--- src/rtl/two_b_pkg.sv ---
// Shared constants and the truth-table lookup for the two_b four-input function block.
package two_b_pkg;

  localparam logic [15:0] TWO_B_DEFAULT_TT = 16'hC1EA;
  localparam int          IDX_W            = 4;
  localparam int          NUM_MT           = 1 << IDX_W;

  function automatic logic tt_lookup(input logic [NUM_MT-1:0] tt,
                                     input logic [IDX_W-1:0]  idx);
    return tt[idx];
  endfunction

endpackage

--- src/rtl/two_b_cov.sv ---
// Minterm coverage tracker: sticky per-minterm seen bits plus a registered all-seen flag.
module two_b_cov
  import two_b_pkg::*;
(
  input  logic              clk,
  input  logic              rst,
  input  logic              in_valid,
  input  logic [IDX_W-1:0]  idx,
  output logic [NUM_MT-1:0] seen,
  output logic              all_seen
);

  logic [NUM_MT-1:0] hit_p0;
  logic [NUM_MT-1:0] seen_nxt_p0;
  logic [NUM_MT-1:0] seen_p1;
  logic              all_p1;

  // Stage p0: fold the incoming sample into the coverage map before it is registered,
  // so all_seen rises on the same edge that records the final minterm.
  always_comb begin
    hit_p0      = in_valid ? (NUM_MT'(1) << idx) : '0;
    seen_nxt_p0 = seen_p1 | hit_p0;
  end

  // Stage p1
  always_ff @(posedge clk) begin
    if (rst) begin
      seen_p1 <= '0;
      all_p1  <= 1'b0;
    end else begin
      seen_p1 <= seen_nxt_p0;
      all_p1  <= &seen_nxt_p0;
    end
  end

  assign seen     = seen_p1;
  assign all_seen = all_p1;

endmodule

--- src/rtl/two_b.sv ---
// Four-input Boolean function f = TRUTH_TABLE[{A,B,C,D}] with a registered, valid-qualified copy.
module two_b
  import two_b_pkg::*;
#(
  parameter logic [15:0] TRUTH_TABLE = TWO_B_DEFAULT_TT
) (
  input  logic        clk,
  input  logic        rst,
  input  logic        A,
  input  logic        B,
  input  logic        C,
  input  logic        D,
  input  logic        in_valid,
  output logic        f,
  output logic        f_q,
  output logic        out_valid,
  output logic [15:0] seen,
  output logic        all_seen
);

  logic [IDX_W-1:0] idx_p0;
  logic             f_p0;
  logic             f_p1;
  logic             vld_p1;

  // Stage p0: pure lookup, no clock or valid dependence.
  always_comb begin
    idx_p0 = {A, B, C, D};
    f_p0   = tt_lookup(TRUTH_TABLE, idx_p0);
  end

  // Stage p1: f_q follows f every cycle; out_valid alone says whether it means anything.
  always_ff @(posedge clk) begin
    if (rst) begin
      f_p1   <= 1'b0;
      vld_p1 <= 1'b0;
    end else begin
      f_p1   <= f_p0;
      vld_p1 <= in_valid;
    end
  end

  two_b_cov u_cov (
    .clk      (clk),
    .rst      (rst),
    .in_valid (in_valid),
    .idx      (idx_p0),
    .seen     (seen),
    .all_seen (all_seen)
  );

  assign f         = f_p0;
  assign f_q       = f_p1;
  assign out_valid = vld_p1;

endmodule

--- config.mk ---
export PLATFORM = sky130hd
export DESIGN_NAME = two_b
export DESIGN_NICKNAME = d
export VERILOG_FILES = /design/src/rtl/two_b_pkg.sv /design/src/rtl/two_b_cov.sv /design/src/rtl/two_b.sv
export SDC_FILE = /design/constraint.sdc
export NUM_CORES = 1
export LEC_CHECK = 0
export BUFFER_PORTS_ARGS = -buffer_cell sky130_fd_sc_hd__buf_2
export CAP_MARGIN = 20
export CORE_MARGIN = 2
export CORE_UTILIZATION = 50
export DETAILED_ROUTE_END_ITERATION = 7
export MAX_ROUTING_LAYER = met4
export PLACE_DENSITY = 0.78
export SLEW_MARGIN = 20
export SYNTH_ARGS = -nofsm -noshare
export SYNTH_HDL_FRONTEND = slang
export SYNTH_SLANG_ARGS = --single-unit
--- constraint.sdc ---
create_clock -name clk -period 2.7 [get_ports clk]
set_clock_uncertainty 0.1 [all_clocks]
set_input_delay 0.675 -clock clk [delete_from_list [all_inputs] [get_ports clk]]
set_output_delay 0.675 -clock clk [all_outputs]
set_load 0.05 [all_outputs]
# Word level (Yosys, flattened, before mapping)
# Memories as Yosys holds them, arrays and structs flattened.
# Index checks and enable logic that the tools add are counted.
# totals
in_bits	7
romBits	16
elab_cells	11
reg_bits	19
memories	1
output_inout_bits	20
# memory_table
name	words	width	read_ports	rd_ports_with_merged_regs	wr	line	source
(name not given)	16	1	1	0	0	two_b_pkg.sv:10	return tt[idx];
# op_classes
muxes	2
n_shift	1
bitwise_logic	1
order_cmp	1
reduce_logical	1
# ops
cell	count
16-bit 2-to-1 mux	1
16-bit bitwise OR	1
16-bit AND reduction	1
1-bit by 4-bit << shifter with 16-bit output, first input constant	1
4-bit by 5-bit < comparator with 1-bit output, second input constant	1
1-bit 2-to-1 mux	1

# Depth between registers and ports, before layout
# depth
depth_word	4
depth_mapped	5
depth_no_buf	4

# Hierarchy
# A second synthesis with hierarchy kept.
# unflattened
cells_unflattened	97
hier_area_um2	862.1
# by_module_without_submodules
mod	cells_each	seq_area_each_um2	area_each_um2	n_inst
two_b_cov	88	340.3	768.2	1
two_b	9	40.0	93.8	1

# Worst setup path after synthesis
# OpenSTA, ideal clock, no wires.
# synth_timing
path_type	in2out
from	input port D
to	output port f
slack_ns	0.421
path_buffers	1
stages	4
arrival_time_ns	1.504
required_time_ns	1.925
path_cell_list	clkbuf_8 > o31ai_1 > o21ai_0 > nand2_1
# synth_between
elab_chain_cells	2
# synth_rtl
item	line	source
start: declaration	two_b.sv:12	input logic D,
memory read 16 x 1 bit	--	
1-bit 2-to-1 mux (implied by the code)	two_b_pkg.sv:10	
end: declaration	two_b.sv:14	output logic f,
# No other way between the ends. The select of a mux whose other input is x is not followed.

# Final worst setup path
# Ends and elaborated chain as after synthesis.

==> key figures <==
Outcome
  – Run status: finished, final reports clean

Setup path
  – Launching element type of the critical path: input pin
  – Terminus of the critical flop-to-flop path: u_cov.all_seen$_SDFF_PP0_
  – Maximum fanout along the worst path: 16
  – Register-to-register setup slack: 1.25 ns
  – Slowest-stage cell, CP: sky130_fd_sc_hd__buf_2
  – Reg2Reg Depth: 4
  – Required time reported for the critical path endpoint: 1.92 ns
  – Crit path kind: input pin to primary output
  – Critical path cell sequence: buf_2 -> o31ai_1 -> o21ai_0 -> nand2_1 -> buf_2
  – Origin of the critical flop-to-flop path: u_cov.seen[15]$_SDFF_PP0_
  – Delay contributed by the slowest stage of the critical path: 0.26 ns
  – Data arrival time of the critical path: 1.60 ns
  – Top cell by count, worst path: sky130_fd_sc_hd__buf_2
  – Critical Path End Type: primary output

GRT
  – Remaining global-route overflow: 0
  – Via count of the first global-routing pass: 700
  – Busiest layer in global routing: met2
  – Number of antenna violations at the first check in global routing: 0
  – Wire length of the first global-routing pass: 3029 um
  – GR Layer Usage met1: 0.2446
  – Met3 track demand over resource: 0.04314
  – Maximum number of pins on one net before global-route repair: 18
  – Total track usage: 0.2046
  – Met2 layer usage reported by global route: 0.3167

Die
  – Site Rows: 15
  – Core area: 1689 um2
  – I/O pin total: 27
  – Initial Util: 0.5244
  – Chip Width: 46.09 um
  – Die ar.: 2124 um2
  – DIE HEIGHT: 46.09 um

Clock network
  – Hold buffer count at CTS: 0
  – Clock tree from TritonCTS: yes
  – Clock root buffer: sky130_fd_sc_hd__clkbuf_4
  – Max Buffers Root-to-Sink: 2
  – Resized Gates After CTS: 0
  – Number of buffers created by CTS: 3
  – Number of H-tree levels: 1
  – Number of post-CTS setup repair buffers: 0
  – Worst-path clk slew: 0.10 ns
  – Clock sink count: 19
  – Clock network latency to the later pin of the worst-skew pair: 0.29 ns

Drt
  – Detail-routed net length per standard cell: 13.69 um
  – Iteration-0 DRC count of the detailed router: 26
  – Number of vias per cell after detailed routing: 5.763
  – Number of remaining DRC errors: 0
  – Drt pass-1 iters: 4
  – Drt total wl: 1903 um
  – Remaining number of nets flagged by the antenna check after routing: 0
  – Number of vias after detailed routing: 801

Logic synthesis
  – Synth Area per Inst: 9.132 um2
  – Top cell types by occurrence after synthesis: sky130_fd_sc_hd__dfxtp_1 (19), sky130_fd_sc_hd__nor2_1 (15), sky130_fd_sc_hd__a21oi_1 (9)
  – Number of flip-flops and latches in the synthesized netlist: 19
  – Area contributors post-synth: sky130_fd_sc_hd__dfxtp_1 (43%), sky130_fd_sc_hd__nor2_1 (6.4%), sky130_fd_sc_hd__a21oi_1 (5.1%)
  – Number of enable-type register cells in the synthesized netlist: 0
  – Post-Synthesis Cell Area: 885.9 um2
  – Cell taking the most area after synthesis: sky130_fd_sc_hd__dfxtp_1
  – Synth Warn #: 0
  – Count of cell types in the netlist: 37
  – Share of the yosys chip area belonging to registers: 0.4294
  – Ys async rst share: 0
  – Cell with the most instances after synthesis: sky130_fd_sc_hd__dfxtp_1
  – Dominant synthesized flop cell: sky130_fd_sc_hd__dfxtp_1
  – Fraction of post-synthesis cell area in the top cell type by area: 0.4294
  – Mapped Cells: 97
  – Synth Net Count: 104

STA
  – FMAX: 421.0 MHz
  – Final critical path time including I/O delays and setup: 2.375 ns
  – Max_slew headroom: 0.7564
  – Final total negative setup slack: 0 ns
  – Slew Viols, Final: 0
  – Worst-margin pin slew: 0.3646 ns
  – Worst hold slack: 0.4087 ns
  – Unrepaired setup endpoints after global routing: false
  – Final setup violating endpoints: 0
  – Final hold vios: 0
  – Share of the clock period used by the worst path: 0.8797

Place
  – Number of placed cells counting well taps: 135
  – Detailed placement HPWL: 1388 um
  – RePlAce Congestion: 0.8475
  – IO Port Bufs: 26

Run
  – Max Cap Viol: 0

Cells and area
  – Area added between synthesis and finish: 15.25%
  – Filler instances: 153
  – Number of diodes: 0
  – Post-Layout Cell Count: 139
  – Utilization after layout: 0.6044
  – Total number of nets in the final design: 130
  – Ratio of cells with drive above 1 in the final layout: 0.3607

Hold path
  – Worst hold path stage count: 1
  – Hold wc startpoint: u_cov.seen[12]$_SDFF_PP0_
  – Worst hold path endpoint: u_cov.seen[12]$_SDFF_PP0_
  – Worst Hold Class: flip-flop to flip-flop

Power and ir drop
  – Static leakage: 0.4836 nW
  – Power density cells: 502.7 nW/um2
  – Maximum vdd ir drop: 0.3131 mV
  – Sum of internal, switching and leakage power: 0.5133 mW
[cells by family (layout without fill, tap and decap cells)]
| logic type | after synthesis | count (layout) | synth area share |
|---|---|---|---|
| AO/OA/AOI/OAI | 27 | 27 | 0.2091 |
| flip-flops | 19 | 19 | 0.4294 |
| buffers and inverters | 7 | 32 | 0.06214 |
| AND/OR/NAND/NOR | 42 | 42 | 0.2740 |
| multiplexers | 2 | 2 | 0.02542 |
[final cells by class]
cell class | count | area [um2] | area share
clock buffers | 3 | 22.52 | 0.02206
well taps | 17 | 21.27 | 0.02083
inverters | 1 | 3.754 | 0.003676
flip-flops and latches | 19 | 380.4 | 0.3725
multi-input cells | 71 | 450.4 | 0.4412
clock inverters | 1 | 5.005 | 0.004902
repair buffers | 27 | 137.6 | 0.1348
[metrics by stage]
stage | setup slack (ns) | area, um2
finish | 0.3247 | 1021
global route | 0.2485 | 1021
global placement | 0.3503 | 993.5
floorplan | 0.4207 | 885.9
CTS | 0.3295 | 1021
detailed placement | 0.3339 | 993.5
[per-layer routing]
| metal | up-vias | routed length, um |
|---|---|---|
| li1 | 399 | - |
| met1 | 373 | 903 |
| met2 | 23 | 874 |
| met3 | 6 | 87 |
| met4 | 0 | 38 |
| met5 | - | 0 |
[critical path: cells and delay by family]
family,cells,cell delay [ns]
compound gates,2,0.39
buf+inv,2,0.45
simple gates,1,0.09
[worst max path at each step]
stage | cells past startpoint | from | slack [ns] | endpoint
floorplan | 4 | D | 0.42 | f
CTS | 5 | D | 0.33 | f
finish | 5 | D | 0.32 | f
global placement | 5 | D | 0.35 | f
global route | 5 | D | 0.25 | f
detailed placement | 5 | D | 0.33 | f
[state kept, by name (all words and copies together), names as in the netlist]
name            flops
u_cov.seen         16
u_cov.all_seen      1
f_q                 1
out_valid           1
[power by group]
group / internal [mW] / switching [mW]
Sequential: 0.287 / 0.00465
Clock: 0.0550 / 0.0831
Combinational: 0.0219 / 0.0614
Total: 0.364 / 0.149
[placed cells by master (no fill, tap or decap), types with 2 or more instances in the layout]
cell type	instances
sky130_fd_sc_hd__and2_1	2
sky130_fd_sc_hd__a21oi_1	9
sky130_fd_sc_hd__o21ai_0	2
sky130_fd_sc_hd__a31oi_1	4
sky130_fd_sc_hd__clkbuf_4	3
sky130_fd_sc_hd__nor3b_1	2
sky130_fd_sc_hd__nor2b_1	3
sky130_fd_sc_hd__buf_2	26
sky130_fd_sc_hd__and3_2	4
sky130_fd_sc_hd__mux2_2	2
sky130_fd_sc_hd__nor2_1	15
sky130_fd_sc_hd__nand2_1	5
sky130_fd_sc_hd__dfxtp_1	19
sky130_fd_sc_hd__and3b_1	2
sky130_fd_sc_hd__a32oi_1	2
Power figures use the tool's default switching activity.
